--- src/rtl/irrigation_timer_ctrl_pkg.sv ---
`default_nettype none
// ============================================================================
//  Module   : irrigation_timer_ctrl_pkg
//  Purpose  : Shared types and constants for the irrigation watering timer:
//             FSM state encoding, BCD digit width/limit and the load clamp.
//  Revision : 1.0  initial release
// ============================================================================
package irrigation_timer_ctrl_pkg;

    localparam int                BCD_W   = 4;
    localparam logic [BCD_W-1:0]  BCD_MAX = 4'd9;

    typedef enum logic [1:0] {
        ST_IDLE   = 2'd0,
        ST_RUN    = 2'd1,
        ST_PAUSED = 2'd2,
        ST_DONE   = 2'd3
    } state_t;

    // Any non-BCD code on a load input is treated as the largest digit.
    function automatic logic [BCD_W-1:0] clamp_bcd(input logic [BCD_W-1:0] v);
        return (v > BCD_MAX) ? BCD_MAX : v;
    endfunction

endpackage
`default_nettype wire

--- src/rtl/irrigation_timer_ctrl_if.sv ---
`default_nettype none
// ============================================================================
//  Module   : irrigation_timer_ctrl_if
//  Purpose  : Bundle between the irrigation FSM / display (master) and the
//             watering timer (slave).
//  Signals  : start, abort, load_tens, load_units, pause (TIMER_PAUSE_EN only)
//             master -> slave; valve, busy, done, tens, units slave -> master.
//  Config   : TIMER_PAUSE_EN adds the pause signal.
//  Revision : 1.0  initial release
// ============================================================================
interface irrigation_timer_ctrl_if;
    import irrigation_timer_ctrl_pkg::*;

    logic             start;
    logic             abort;
    logic [BCD_W-1:0] load_tens;
    logic [BCD_W-1:0] load_units;
`ifdef TIMER_PAUSE_EN
    logic             pause;
`endif
    logic             valve;
    logic             busy;
    logic             done;
    logic [BCD_W-1:0] tens;
    logic [BCD_W-1:0] units;

    modport master (
`ifdef TIMER_PAUSE_EN
        output pause,
`endif
        output start, abort, load_tens, load_units,
        input  valve, busy, done, tens, units
    );

    modport slave (
`ifdef TIMER_PAUSE_EN
        input  pause,
`endif
        input  start, abort, load_tens, load_units,
        output valve, busy, done, tens, units
    );
endinterface
`default_nettype wire

--- src/rtl/irrigation_timer_ctrl_bcd_down_digit.sv ---
`default_nettype none
// ============================================================================
//  Module   : irrigation_timer_ctrl_bcd_down_digit
//  Purpose  : One loadable BCD down-counting digit. Decrementing from 0
//             wraps to 9 and raises borrow in the same cycle, so digits
//             chain by feeding borrow into the next digit's dec_en.
//  Ports    : clk, clear (async active-low), load, load_val, dec_en,
//             digit (registered), borrow (combinational).
//  Revision : 1.0  initial release
// ============================================================================
module irrigation_timer_ctrl_bcd_down_digit
    import irrigation_timer_ctrl_pkg::*;
(
    input  wire logic             clk,
    input  wire logic             clear,
    input  wire logic             load,
    input  wire logic [BCD_W-1:0] load_val,
    input  wire logic             dec_en,
    output logic      [BCD_W-1:0] digit,
    output logic                  borrow
);
    logic [BCD_W-1:0] r_digit;

    always_ff @(posedge clk or negedge clear) begin
        if (!clear) begin
            r_digit <= '0;
        end else if (load) begin
            r_digit <= load_val;
        end else if (dec_en) begin
            r_digit <= (r_digit == '0) ? BCD_MAX : r_digit - 1'b1;
        end
    end

    assign digit  = r_digit;
    assign borrow = dec_en && (r_digit == '0);
endmodule
`default_nettype wire

--- src/rtl/irrigation_timer_ctrl.sv ---
`default_nettype none
// ============================================================================
//  Module   : irrigation_timer_ctrl
//  Purpose  : Watering-duration sequencer. Loads a two-digit BCD duration,
//             divides clk into countdown ticks, counts down to 00 and drives
//             the valve, reporting busy and a one-cycle done pulse.
//  Params   : TICK_DIV - clk cycles per countdown tick (>= 2)
//  Ports    : clk, clear (async active-low reset), bus (slave modport:
//             start/abort/load digits in, valve/busy/done/tens/units out)
//  Config   : TIMER_PAUSE_EN enables pause and the PAUSED state.
//  Revision : 1.0  initial release
// ============================================================================
module irrigation_timer_ctrl
    import irrigation_timer_ctrl_pkg::*;
#(
    parameter int TICK_DIV = 50
) (
    input  wire logic               clk,
    input  wire logic               clear,
    irrigation_timer_ctrl_if.slave  bus
);
    localparam int                    c_PRESC_W   = $clog2(TICK_DIV);
    localparam logic [c_PRESC_W-1:0]  c_PRESC_MAX = c_PRESC_W'(TICK_DIV - 1);

    state_t                r_state;
    logic [c_PRESC_W-1:0]  r_presc;
    logic                  r_valve;
    logic                  r_busy;
    logic                  r_done;

    logic [BCD_W-1:0]      w_ld_tens;
    logic [BCD_W-1:0]      w_ld_units;
    logic [BCD_W-1:0]      w_tens;
    logic [BCD_W-1:0]      w_units;
    logic                  w_load;
    logic                  w_tick;
    logic                  w_units_borrow;
    logic                  w_tens_borrow;
    logic                  w_end;

    assign w_ld_tens  = clamp_bcd(bus.load_tens);
    assign w_ld_units = clamp_bcd(bus.load_units);

    // abort beats a simultaneous start in IDLE
    assign w_load = (r_state == ST_IDLE) && bus.start && !bus.abort;
    // abort also suppresses a coinciding tick so the digits hold their value
    assign w_tick = (r_state == ST_RUN) && (r_presc == c_PRESC_MAX) && !bus.abort;

    // The count reaches 00 exactly when a tick hits 01. A tens borrow would
    // mean wrapping below 00; it is folded in so such a state can only end.
    assign w_end = (w_tick && (w_tens == '0) && (w_units == 4'd1)) || w_tens_borrow;

    irrigation_timer_ctrl_bcd_down_digit u_units (
        .clk      (clk),
        .clear    (clear),
        .load     (w_load),
        .load_val (w_ld_units),
        .dec_en   (w_tick),
        .digit    (w_units),
        .borrow   (w_units_borrow)
    );

    irrigation_timer_ctrl_bcd_down_digit u_tens (
        .clk      (clk),
        .clear    (clear),
        .load     (w_load),
        .load_val (w_ld_tens),
        .dec_en   (w_units_borrow),
        .digit    (w_tens),
        .borrow   (w_tens_borrow)
    );

    always_ff @(posedge clk or negedge clear) begin
        if (!clear) begin
            r_state <= ST_IDLE;
            r_presc <= '0;
            r_valve <= 1'b0;
            r_busy  <= 1'b0;
            r_done  <= 1'b0;
        end else begin
            r_done <= 1'b0;
            case (r_state)
                ST_IDLE: begin
                    if (w_load) begin
                        r_presc <= '0;
                        if ((w_ld_tens != '0) || (w_ld_units != '0)) begin
                            r_state <= ST_RUN;
                            r_valve <= 1'b1;
                            r_busy  <= 1'b1;
                        end else begin
                            r_state <= ST_DONE;
                            r_done  <= 1'b1;
                        end
                    end
                end

                ST_RUN: begin
                    if (bus.abort) begin
                        r_state <= ST_IDLE;
                        r_valve <= 1'b0;
                        r_busy  <= 1'b0;
                    end else begin
                        // The cycle just ending was valve-on, so the prescaler
                        // advances even on the edge that enters PAUSED.
                        r_presc <= (r_presc == c_PRESC_MAX) ? '0 : r_presc + 1'b1;
                        if (w_end) begin
                            r_state <= ST_DONE;
                            r_valve <= 1'b0;
                            r_busy  <= 1'b0;
                            r_done  <= 1'b1;
                        end
`ifdef TIMER_PAUSE_EN
                        else if (bus.pause) begin
                            r_state <= ST_PAUSED;
                            r_valve <= 1'b0;
                        end
`endif
                    end
                end

`ifdef TIMER_PAUSE_EN
                ST_PAUSED: begin
                    if (bus.abort) begin
                        r_state <= ST_IDLE;
                        r_busy  <= 1'b0;
                    end else if (!bus.pause) begin
                        r_state <= ST_RUN;
                        r_valve <= 1'b1;
                    end
                end
`endif

                ST_DONE: begin
                    r_state <= ST_IDLE;
                end

                default: begin
                    r_state <= ST_IDLE;
                    r_valve <= 1'b0;
                    r_busy  <= 1'b0;
                end
            endcase
        end
    end

    assign bus.valve = r_valve;
    assign bus.busy  = r_busy;
    assign bus.done  = r_done;
    assign bus.tens  = w_tens;
    assign bus.units = w_units;
endmodule
`default_nettype wire

--- src/flat_wrapper.sv ---
// flat-port wrapper written by rule: the top's interface ports become plain ports
module irrigation_timer_ctrl_flat import irrigation_timer_ctrl_pkg::*;
#(
    parameter int TICK_DIV = 50
)
  (clk, clear, bus_start, bus_abort, bus_load_tens, bus_load_units, bus_valve, bus_busy, bus_done, bus_tens, bus_units);
  irrigation_timer_ctrl_if bus_i ();
  input  wire logic clk;
  input  wire logic clear;
  input wire logic [$bits(bus_i.start)-1:0] bus_start;
  input wire logic [$bits(bus_i.abort)-1:0] bus_abort;
  input wire logic [$bits(bus_i.load_tens)-1:0] bus_load_tens;
  input wire logic [$bits(bus_i.load_units)-1:0] bus_load_units;
  output wire logic [$bits(bus_i.valve)-1:0] bus_valve;
  output wire logic [$bits(bus_i.busy)-1:0] bus_busy;
  output wire logic [$bits(bus_i.done)-1:0] bus_done;
  output wire logic [$bits(bus_i.tens)-1:0] bus_tens;
  output wire logic [$bits(bus_i.units)-1:0] bus_units;
  assign bus_i.start = bus_start;
  assign bus_i.abort = bus_abort;
  assign bus_i.load_tens = bus_load_tens;
  assign bus_i.load_units = bus_load_units;
  assign bus_valve = bus_i.valve;
  assign bus_busy = bus_i.busy;
  assign bus_done = bus_i.done;
  assign bus_tens = bus_i.tens;
  assign bus_units = bus_i.units;
  irrigation_timer_ctrl #(.TICK_DIV(TICK_DIV)) u_core (.clk(clk), .clear(clear), .bus(bus_i));
endmodule
--- config.mk ---
export PLATFORM = sky130hd
export DESIGN_NAME = irrigation_timer_ctrl_flat
export DESIGN_NICKNAME = d
export VERILOG_FILES = /design/src/rtl/irrigation_timer_ctrl_pkg.sv /design/src/rtl/irrigation_timer_ctrl_if.sv /design/src/rtl/irrigation_timer_ctrl_bcd_down_digit.sv /design/src/rtl/irrigation_timer_ctrl.sv /design/src/flat_wrapper.sv
export SDC_FILE = /design/constraint.sdc
export NUM_CORES = 1
export LEC_CHECK = 0
export CORE_UTILIZATION = 54
export DETAILED_ROUTE_END_ITERATION = 12
export DONT_BUFFER_PORTS = 1
export GPL_TIMING_DRIVEN = 0
export HOLD_SLACK_MARGIN = 0.06
export MAX_ROUTING_LAYER = met4
export PLACE_DENSITY_LB_ADDON = 0.2
export SYNTH_ARGS = -nofsm -noshare
export SYNTH_HDL_FRONTEND = slang
export SYNTH_SLANG_ARGS = --single-unit
--- constraint.sdc ---
create_clock -name clk -period 5.9 [get_ports clk]
set_input_delay 0.885 -clock clk [delete_from_list [all_inputs] [get_ports clk]]
set_output_delay 0.885 -clock clk [all_outputs]
set_load 0.01 [all_outputs]
==> results.py <==
metrics = {
    "finish": {
        "syn_to_final_growth_pct": 6.30,
        "final_cells": 149,
        "diodes": 0,
        "fill_cells": 156,
        "final_cell_mix": "dfrtp_1 (18), nor2_1 (12), nand2_1 (10)",
        "fin_util_pct": 63.3,
        "register_area_um2": 450,
        "multiInputGateArea_um2": 592,
        "drive_above_1_share_pct": 7.26,
        "final_common_cell": "dfrtp_1",
        "nets": 139,
        "finalInstanceArea_um2": 1140,
    },
    "synth": {
        "yosys_warnings": 0,
        "synth_seq_area_share_pct": 42.0,
        "syn_area_um2": 1070,
        "syn-instance-count": 120,
        "ys_ff_latch": 18,
        "synthDistinctLibCells": 39,
        "syn_avg_cell_area_um2": 8.94,
        "synth_fp_nets": 134,
    },
    "drt": {
        "postRouteAntennaNets": 0,
        "dr_total_vias": 973,
        "drtIter0Drc": 28,
        "routedWlPerCell_um": 16.5,
        "wirelength_um": 2450,
        "viasPerCell": 6.53,
        "drc": 0,
        "drtPass1Iterations": 4,
    },
    "clock_network": {
        "clock_sinks": 18,
        "htree_levels": 1,
        "clk_pin_slew_worst_paths_ns": 0.10,
        "cts-root-buf": "clkbuf_4",
        "cts_setup_buffers": 0,
        "clk_latency_ns": 0.30,
        "clk_path_buf_depth": 2,
        "ctsHoldBuffers": 0,
        "cts_buffers": 3,
        "cts_tree": "built",
        "cts_resized": 0,
    },
    "global_routing": {
        "grt_pass1_wl_um": 3930,
        "overflow": 0,
        "use_met3_pct": 5.10,
        "grt_start_max_net_pins": 19,
        "grtUsageMet2_pct": 41.1,
        "met1_usage_pct": 34.3,
        "antenna_found_initial": 0,
        "grt_most_used_layer": "met2",
        "grt_pass1_vias": 856,
        "grt_util_all_layers_pct": 27.1,
    },
    "sta": {
        "min_period_over_period_pct": 38.2,
        "hold_slack_ns": 0.266,
        "layout_setup_ws_ns": 3.65,
        "setup-tns-final_ns": 0,
        "clock_skew_ns": 0.00214,
        "period_needed_ns": 2.25,
        "finalHoldViolations": 0,
        "setup_viol": 0,
        "slew_headroom_pct": 12.3,
        "max_freq_mhz": 444,
        "slew_violations": 0,
        "rsz0062_at_grt": "false",
        "worstMarginPinSlew_ns": 1.30,
    },
    "floorplanning": {
        "die_height_um": 46.6,
        "ios": 23,
        "die_area_um2": 2170,
        "core_area_um2": 1800,
        "initial_core_util_pct": 59.5,
        "die_w_um": 46.6,
        "placementRows": 15,
    },
    "critical_path": {
        "start_kind": "input port",
        "crit_path_end_kind": "flip-flop",
        "crit_slowest_cell": "nor4b_1",
        "critPathArrivalTime_ns": 2.43,
        "worstPathCellList": "or3b_1, nor4b_1, mux2i_1, a21oi_1",
        "worstPathRequired_ns": 6.07,
        "critical_path_class": "in2reg",
        "max_stage_delay_ns": 0.74,
        "worstPathMaxFanout": 5,
    },
    "power_and_ir_drop": {
        "powerDensity_nw_per_um2": 247,
        "p_leak_nw": 0.455,
        "power_mw": 0.281,
        "irDropWorstVdd_mv": 0.186,
    },
    "min_path": {
        "min_path_type": "in2async",
    },
    "place": {
        "dp_hpwl_um": 1810,
        "numPortBuffers": 0,
        "placed_area_um2": 1100,
        "gp_congestion": 0.979,
        "numPlacedInstances": 145,
        "dp_slack_ns": 3.34,
    },
    "job": {
        "maxCapViolCount": 0,
    },
    "outcome": {
        "outcome": "finished clean",
    },
}
==> registers in the layout (all words and copies together), names as in the netlist <==
register              count
u_core.r_presc            6
u_core.u_tens.digit       4
u_core.u_units.digit      4
u_core.r_state            2
u_core.bus.done           1
u_core.bus.valve          1
==> metal layers <==
metal / vias to the layer above / share of wire (%)
li1: 460 / -
met1: 461 / 43
met2: 47 / 49
met3: 5 / 6.1
met4: 0 / 1.6
met5: - / 0
==> path summary, 6_finish.rpt <==
path,cells after the start,start,end,slack [ns]
setup / recovery,4,bus_abort,u_core.u_units.digit[2],3.65
hold reg to reg,1,u_core.r_presc[5],u_core.r_presc[5],0.57
min in group clk,1,u_core.r_presc[5],u_core.r_presc[5],0.57
setup reg to reg,6,u_core.r_presc[1],u_core.u_units.digit[2],3.67
hold / removal,0,clear,u_core.u_tens.digit[2],0.27
max in group asynchronous,0,clear,u_core.r_presc[0],5.56
==> layout make-up <==
cell class                 instances  area share [%]
buffer                             3            1.32
clock buffer                       4            3.18
tap                               25            2.74
multi-input combinational         95            51.9
inverter                           4            1.32
sequential                        18            39.5
==> Yosys cell counts (all sizes together) <==
cell / count / area, um2
o31ai: 1 / 7.51
nand2: 10 / 37.5
ha: 2 / 25.0
or4bb: 1 / 11.3
dfrtp: 18 / 450
nand3: 7 / 35.0
or4: 4 / 33.8
a21o: 1 / 7.51
or3: 2 / 12.5
nor4: 6 / 37.5
o22ai: 1 / 6.26
clkbuf: 2 / 7.51
nand3b: 3 / 22.5
a31o: 1 / 8.76
o311ai: 1 / 8.76
a31oi: 2 / 12.5
xor2: 4 / 35.0
nor2: 12 / 45.0
or3b: 2 / 17.5
nor3b: 1 / 7.51
o211ai: 1 / 7.51
inv: 4 / 15.0
nand2b: 1 / 6.26
o21ai: 6 / 30.0
a41oi: 1 / 8.76
mux2i: 2 / 20.0
nor3: 3 / 15.0
a21oi: 7 / 35.0
and2: 3 / 18.8
or4b: 2 / 20.0
buf: 1 / 7.51
a211o: 1 / 8.76
o21a: 1 / 7.51
nand4: 2 / 12.5
nor4b: 2 / 17.5
nor2b: 1 / 6.26
or2: 1 / 6.26
==> cells by family after synthesis <==
kind of cell / share of synthesized area (%)
AND/OR/NAND/NOR: 33.8
AO/OA/AOI/OAI: 13.9
adder cells (fa/ha/maj): 2.33
multiplexers: 1.87
flip-flops: 42.0
XOR/XNOR: 3.27
buffers and inverters: 2.80
==> critical path, delay by kind of cell <==
kind            cells  cell delay, ns
simple gates        2            1.16
mux                 1            0.29
compound gates      1            0.09
==> power by group <==
group / internal [mW] / leakage, nW / switching, mW
sequential: 0.136 / 0.226 / 0.0261
clock: 0.0376 / 0.0210 / 0.0390
combinational: 0.0198 / 0.208 / 0.0225
(Power assumes the default switching activity.)
